[src/rtl/sa_col_collector.sv]
// rtl/sa_col_collector.sv - ping-pong burst collector for one systolic column result stream
// Optional build macro SA_COL_COLLECT_RELU_EN: negative words are stored as zero.
module sa_col_collector #(
    parameter int DEPTH = 16,
    parameter int DW    = 32
) (
    input  logic                     clk,
    input  logic                     rst_n,
    input  logic                     col_valid,
    input  logic [DW-1:0]            col_result,
    output logic                     out_valid,
    input  logic                     out_ready,
    output logic [DW-1:0]            out_data,
    output logic [$clog2(DEPTH)-1:0] out_index,
    output logic                     out_last,
    output logic                     ovf_err,
    output logic                     frag_err,
    input  logic                     clr_err
);
    localparam int            IW       = $clog2(DEPTH);
    localparam logic [IW-1:0] LAST_IDX = IW'(DEPTH - 1);

    typedef enum logic [1:0] {
        CAP_IDLE = 2'd0,
        CAP_FILL = 2'd1,
        CAP_DROP = 2'd2
    } cap_state_e;

    cap_state_e    cap_q, cap_d;
    logic [1:0]    full_q, full_d;
    logic          wr_bank_q, wr_bank_d;
    logic          rd_bank_q, rd_bank_d;
    logic [IW-1:0] wr_idx_q, wr_idx_d;
    logic [IW-1:0] rd_idx_q, rd_idx_d;
    logic          ovf_q, ovf_d;
    logic          frag_q, frag_d;
    logic [DW-1:0] mem_q [2][DEPTH];

    logic          wr_en, set_full, ovf_set, frag_set;
    logic          xfer, rel_bank, bank_free;
    logic [DW-1:0] wr_word;

`ifdef SA_COL_COLLECT_RELU_EN
    assign wr_word = col_result[DW-1] ? '0 : col_result;
`else
    assign wr_word = col_result;
`endif

    // The drain side is driven straight from the full flag so a completed
    // burst is visible the cycle after its last word is captured.
    assign out_valid = full_q[rd_bank_q];
    assign xfer      = out_valid & out_ready;
    assign rel_bank  = xfer & (rd_idx_q == LAST_IDX);
    assign out_data  = out_valid ? mem_q[rd_bank_q][rd_idx_q] : '0;
    assign out_index = rd_idx_q;
    assign out_last  = out_valid & (rd_idx_q == LAST_IDX);
    assign ovf_err   = ovf_q;
    assign frag_err  = frag_q;

    // A bank released by the drain this cycle may be refilled at once.
    assign bank_free = !full_q[wr_bank_q] || (rel_bank && (rd_bank_q == wr_bank_q));

    always_comb begin
        cap_d     = cap_q;
        wr_idx_d  = wr_idx_q;
        wr_bank_d = wr_bank_q;
        wr_en     = 1'b0;
        set_full  = 1'b0;
        ovf_set   = 1'b0;
        frag_set  = 1'b0;
        case (cap_q)
            CAP_IDLE: begin
                if (col_valid) begin
                    if (bank_free) begin
                        wr_en    = 1'b1;
                        wr_idx_d = IW'(1);
                        cap_d    = CAP_FILL;
                    end else begin
                        ovf_set = 1'b1;
                        cap_d   = CAP_DROP;
                    end
                end
            end
            CAP_FILL: begin
                if (col_valid) begin
                    wr_en = 1'b1;
                    if (wr_idx_q == LAST_IDX) begin
                        set_full  = 1'b1;
                        wr_bank_d = ~wr_bank_q;
                        wr_idx_d  = '0;
                        cap_d     = CAP_IDLE;
                    end else begin
                        wr_idx_d = wr_idx_q + IW'(1);
                    end
                end else begin
                    frag_set = 1'b1;
                    wr_idx_d = '0;
                    cap_d    = CAP_IDLE;
                end
            end
            CAP_DROP: begin
                if (!col_valid) cap_d = CAP_IDLE;
            end
            default: cap_d = CAP_IDLE;
        endcase
    end

    always_comb begin
        rd_idx_d  = rd_idx_q;
        rd_bank_d = rd_bank_q;
        full_d    = full_q;
        if (xfer) begin
            if (rel_bank) begin
                rd_idx_d          = '0;
                rd_bank_d         = ~rd_bank_q;
                full_d[rd_bank_q] = 1'b0;
            end else begin
                rd_idx_d = rd_idx_q + IW'(1);
            end
        end
        if (set_full) full_d[wr_bank_q] = 1'b1;
        ovf_d  = clr_err ? 1'b0 : ovf_q;
        frag_d = clr_err ? 1'b0 : frag_q;
        if (ovf_set)  ovf_d  = 1'b1;
        if (frag_set) frag_d = 1'b1;
    end

    always_ff @(posedge clk or negedge rst_n) begin
        if (!rst_n) begin
            cap_q     <= CAP_IDLE;
            full_q    <= 2'b00;
            wr_bank_q <= 1'b0;
            rd_bank_q <= 1'b0;
            wr_idx_q  <= '0;
            rd_idx_q  <= '0;
            ovf_q     <= 1'b0;
            frag_q    <= 1'b0;
        end else begin
            cap_q     <= cap_d;
            full_q    <= full_d;
            wr_bank_q <= wr_bank_d;
            rd_bank_q <= rd_bank_d;
            wr_idx_q  <= wr_idx_d;
            rd_idx_q  <= rd_idx_d;
            ovf_q     <= ovf_d;
            frag_q    <= frag_d;
        end
    end

    // Storage needs no reset: contents are only observable behind a full flag.
    always_ff @(posedge clk) begin
        if (wr_en) mem_q[wr_bank_q][wr_idx_q] <= wr_word;
    end

endmodule

[config.mk]
export PLATFORM = sky130hd
export DESIGN_NAME = sa_col_collector
export DESIGN_NICKNAME = d
export VERILOG_FILES = /design/src/rtl/sa_col_collector.sv
export SDC_FILE = /design/constraint.sdc
export NUM_CORES = 1
export LEC_CHECK = 0
export ABC_AREA = 1
export CELL_PAD_IN_SITES_DETAIL_PLACEMENT = 1
export CELL_PAD_IN_SITES_GLOBAL_PLACEMENT = 1
export CORE_MARGIN = 4
export CORE_UTILIZATION = 35
export DETAILED_ROUTE_END_ITERATION = 8
export MAX_ROUTING_LAYER = met4
export PLACE_DENSITY = 0.69
export SETUP_SLACK_MARGIN = 0.4
export SLEW_MARGIN = 25
export SYNTH_ARGS = -nofsm -noshare
export SYNTH_HDL_FRONTEND = slang
export SYNTH_SLANG_ARGS = --single-unit
[constraint.sdc]
create_clock -name clk -period 4.42 [get_ports clk]
set_clock_uncertainty 0.1 [all_clocks]
set_input_delay 0.884 -clock clk [delete_from_list [all_inputs] [get_ports clk]]
set_output_delay 0.884 -clock clk [all_outputs]
set_load 0.005 [all_outputs]
==> results of run 1 <==
-- Yosys cell counts, drive strengths merged --
cell | number | area, um^2
a21oi | 98 | 490
buf | 158 | 823
clkbuf | 62 | 233
clkinv | 2 | 7.51
dfrtp | 16 | 400
edfxtp | 1024 | 30700
ha | 5 | 62.6
inv | 23 | 86.3
nand2 | 1148 | 4310
nand3 | 663 | 3370
nand4 | 2 | 18.8
nor2 | 281 | 1060
nor3 | 1 | 5.00
o21ai | 75 | 387
o22ai | 1 | 6.26
xnor2 | 1 | 8.76
xor2 | 4 | 35.0
-- per-stage QoR --
step	area (um^2)	cells	total power, mW
4_1_cts	50500	5396	19.8
2_1_floorplan	42100	3564	11.2
6_report	50500	5412	19.8
3_5_place_dp	45800	5144	11.5
3_3_place_gp	45800	5144	11.4
5_1_grt	50500	5412	20.3
-- layout make-up --
type                            count  area, um^2  area share [%]
Clock inverter                     61         442           0.874
Clock buffer                      135        2770            5.48
Sequential cell                  1040       31200            61.7
Antenna cell                        8        20.0          0.0396
Timing Repair inverter              4        37.5          0.0743
Inverter                           25         129           0.255
Timing Repair Buffer              260        3830            7.59
Tap cell                         1600        2000            3.96
Multi-Input combinational cell   2279       10100            20.1
-- layout by cell type (no fill, tap or decap), types with 17 or more instances in the layout --
cell type        count
edfxtp_1          1024
clkdlybuf4s50_1     18
nor2_4              45
buf_16              30
inv_1               18
clkinv_1            27
nand2_1           1137
nor2_1             227
buf_6               17
clkinv_2            24
clkbuf_1            28
clkbuf_16          111
buf_2               30
a21oi_1             95
nand3_1            654
o21ai_0             72
buf_12              63
buf_4               56
-- registers in the layout (all words and copies together) (netlist names) --
register / count
mem_q: 1024
out_index: 4
wr_idx_q: 4
cap_q: 2
full_q: 2
frag_err: 1
ovf_err: 1
rd_bank_q: 1
wr_bank_q: 1
-- routing by layer --
| metal | share of wire, % | vias up | global-route usage (%) |
|---|---|---|---|
| li1 | - | 12800 | - |
| met1 | 40 | 15200 | 28.7 |
| met2 | 49 | 1206 | 38.3 |
| met3 | 7.2 | 269 | 3.27 |
| met4 | 3.3 | 0 | 7.21 |
| met5 | 0 | - | - |
-- worst max-delay path by stage --
stage	from	endpoint	slack, ps
CTS	rd_bank_q$_DFFE_PN0P_	out_data[8]	190
global route	rd_bank_q$_DFFE_PN0P_	out_data[8]	140
floorplan	col_valid	mem_q[0][384]$_DFFE_PP_	850
detailed placement	rd_bank_q$_DFFE_PN0P_	out_data[8]	510
finish	rd_bank_q$_DFFE_PN0P_	out_data[8]	290
global placement	rd_bank_q$_DFFE_PN0P_	out_data[8]	530
-- where the power goes --
part	leakage, nW	switching (mW)	internal, mW
Sequential	9.41	0.0186	10.9
Combinational	7.25	0.250	0.0513
Clock	1.57	3.90	4.62
-- logic make-up after synthesis --
family,Yosys count
DFF,1040
buffers and inverters,245
adders and majority gates,5
and+or+nand+nor,2095
AOI/OAI and AO/OA,174
xor gates and xnor gates,5
-- timing repair --
| action | in CTS | in global routing |
|---|---|---|
| gates cloned | 30 | 5 |
| buffers inserted | 26 | 3 |
| pin swaps | 12 | 13 |
| hold buffers | 0 | 0 |
| endpoints found under the setup margin | 33 | 26 |
| resized for setup | 120 | 32 |
-- critical path, cell delays in order (launching register included) --
cell and delay, ps:
dfrtp_4 510, buf_12 170, inv_8 150, bufbuf_16 330
nand2_1 60, nand3_1 60, nand2_1 50, nor2_1 120
nor2_1 80, nand2_1 80, nand2_2 110, nor2_4 170
clkdlybuf4s50_1 560
==> out/metrics.yaml, run 1 <==
logic_synthesis:
  synth_cell_types: 28
  synth-simple-area-share_pct: 20.8
  syn_area_per_cell_um2: 11.8
  synthAdderAreaFrac_pct: 0.149
  synth-compound-area-share_pct: 2.10
  ys_seq_elements: 1040
  ys_seq_area_share_pct: 74.1
  yosysWarnings: 0
  synth-xor-area-share_pct: 0.104
  synth_cells: 3564
  syn-cell-area_mm2: 0.0421
  synth_top_family_by_area: "simple AND/OR/NAND/NOR gates"
  yosys-mux-area-fraction_pct: 0
  synth.net_count: 3606
critical_path:
  r2r-end: "mem_q[0][387]$_DFFE_PP_"
  end_kind: "primary output"
  ff2ff_path_depth: 10
  cp-start-kind: "register"
  crit_path_max_fanout: 18
  crit_type: "register to primary output"
  r2r_slack_ps: 1030
  cp.required_ps: 3440
  rr_startpoint: "rd_bank_q$_DFFE_PN0P_"
  arrival_ps: 3140
sta:
  whs_ps: 344
  hold_viol: 0
  relSlewSlack_pct: 41.0
  rsz0062_at_grt: "yes"
  fin_crit_sh_pct: 93.3
  setup_slack_ps: 294
  finalSetupViolations: 0
  fin_setup_tns_ps: 0
  tightest_slew_ps: 883
  fin_crit_ps: 4130
  maxSlewViolCount: 0
  clock.fmax_mhz: 242
grt:
  grt_pass1_vias: 30200
  antenna_found_initial: 12
  grt_remaining_overflow: 0
  grt_pass1_wl_um: 206000
  grt_max_degree: 75
  grt_use_total_pct: 22.8
placed_design:
  place_hpwl_um: 71300
  gp_congestion: 0.770
  post-place-ws_ps: 506
  portBuffers: 76
routing:
  vias_per_cell: 5.45
  wire_per_inst_um: 26.3
  drtIter0Drc: 2718
  num_vias: 29500
  ant_nets: 0
  drt-pass1-iter-count: 6
  totalWireLength_um: 142000
  drc: 0
clocking:
  cts_sinks: 1040
  cts_buffer_depth: 3
  clk_latency_ps: 700
  path_clk_slew_ps: 60
  htreeDepth: 3
  cts-root-buf: "clkbuf_16"
  cts_tree: "done"
  cts_inserted_buffers: 106
floorplan:
  die_x_um: 355
  start_util_pct: 35.4
  ios: 77
  die_h_um: 355
  core_mm2: 0.119
  num_rows: 126
  die_area_mm2: 0.126
run:
  maxCapViolCount: 0
finish:
  nFillCells: 12400
  final_layout_size_suffix_gt1_share_pct: 11.9
  nNetsFinal: 3758
  utilization_pct: 42.6
  area_growth_pct: 20.2
pwr:
  vdd_drop_max_mv: 0.356
  power_leakage_nw: 18.2
  pwr_density_cell_mw_per_mm2: 391
outcome:
  status: "complete, no violations"
min_path:
  hold_depth: 1
  hp-start: "cap_q[0]$_DFFE_PN0P_"
  min_to: "cap_q[0]$_DFFE_PN0P_"
  worstHoldPathType: "register to register"
Note: power is estimated with default switching activity, not from simulation.
==> inputs of run 2 (changes only) <==
--- a/config.mk
+++ b/config.mk
@@ -11,6 +11,7 @@
 export CORE_MARGIN = 4
 export CORE_UTILIZATION = 35
 export DETAILED_ROUTE_END_ITERATION = 8
+export GPL_ROUTABILITY_DRIVEN = 0
 export MAX_ROUTING_LAYER = met4
 export PLACE_DENSITY = 0.69
 export SETUP_SLACK_MARGIN = 0.4
==> results of run 2 <==
Final layout, timing and power as in run 1 (identical DEF).
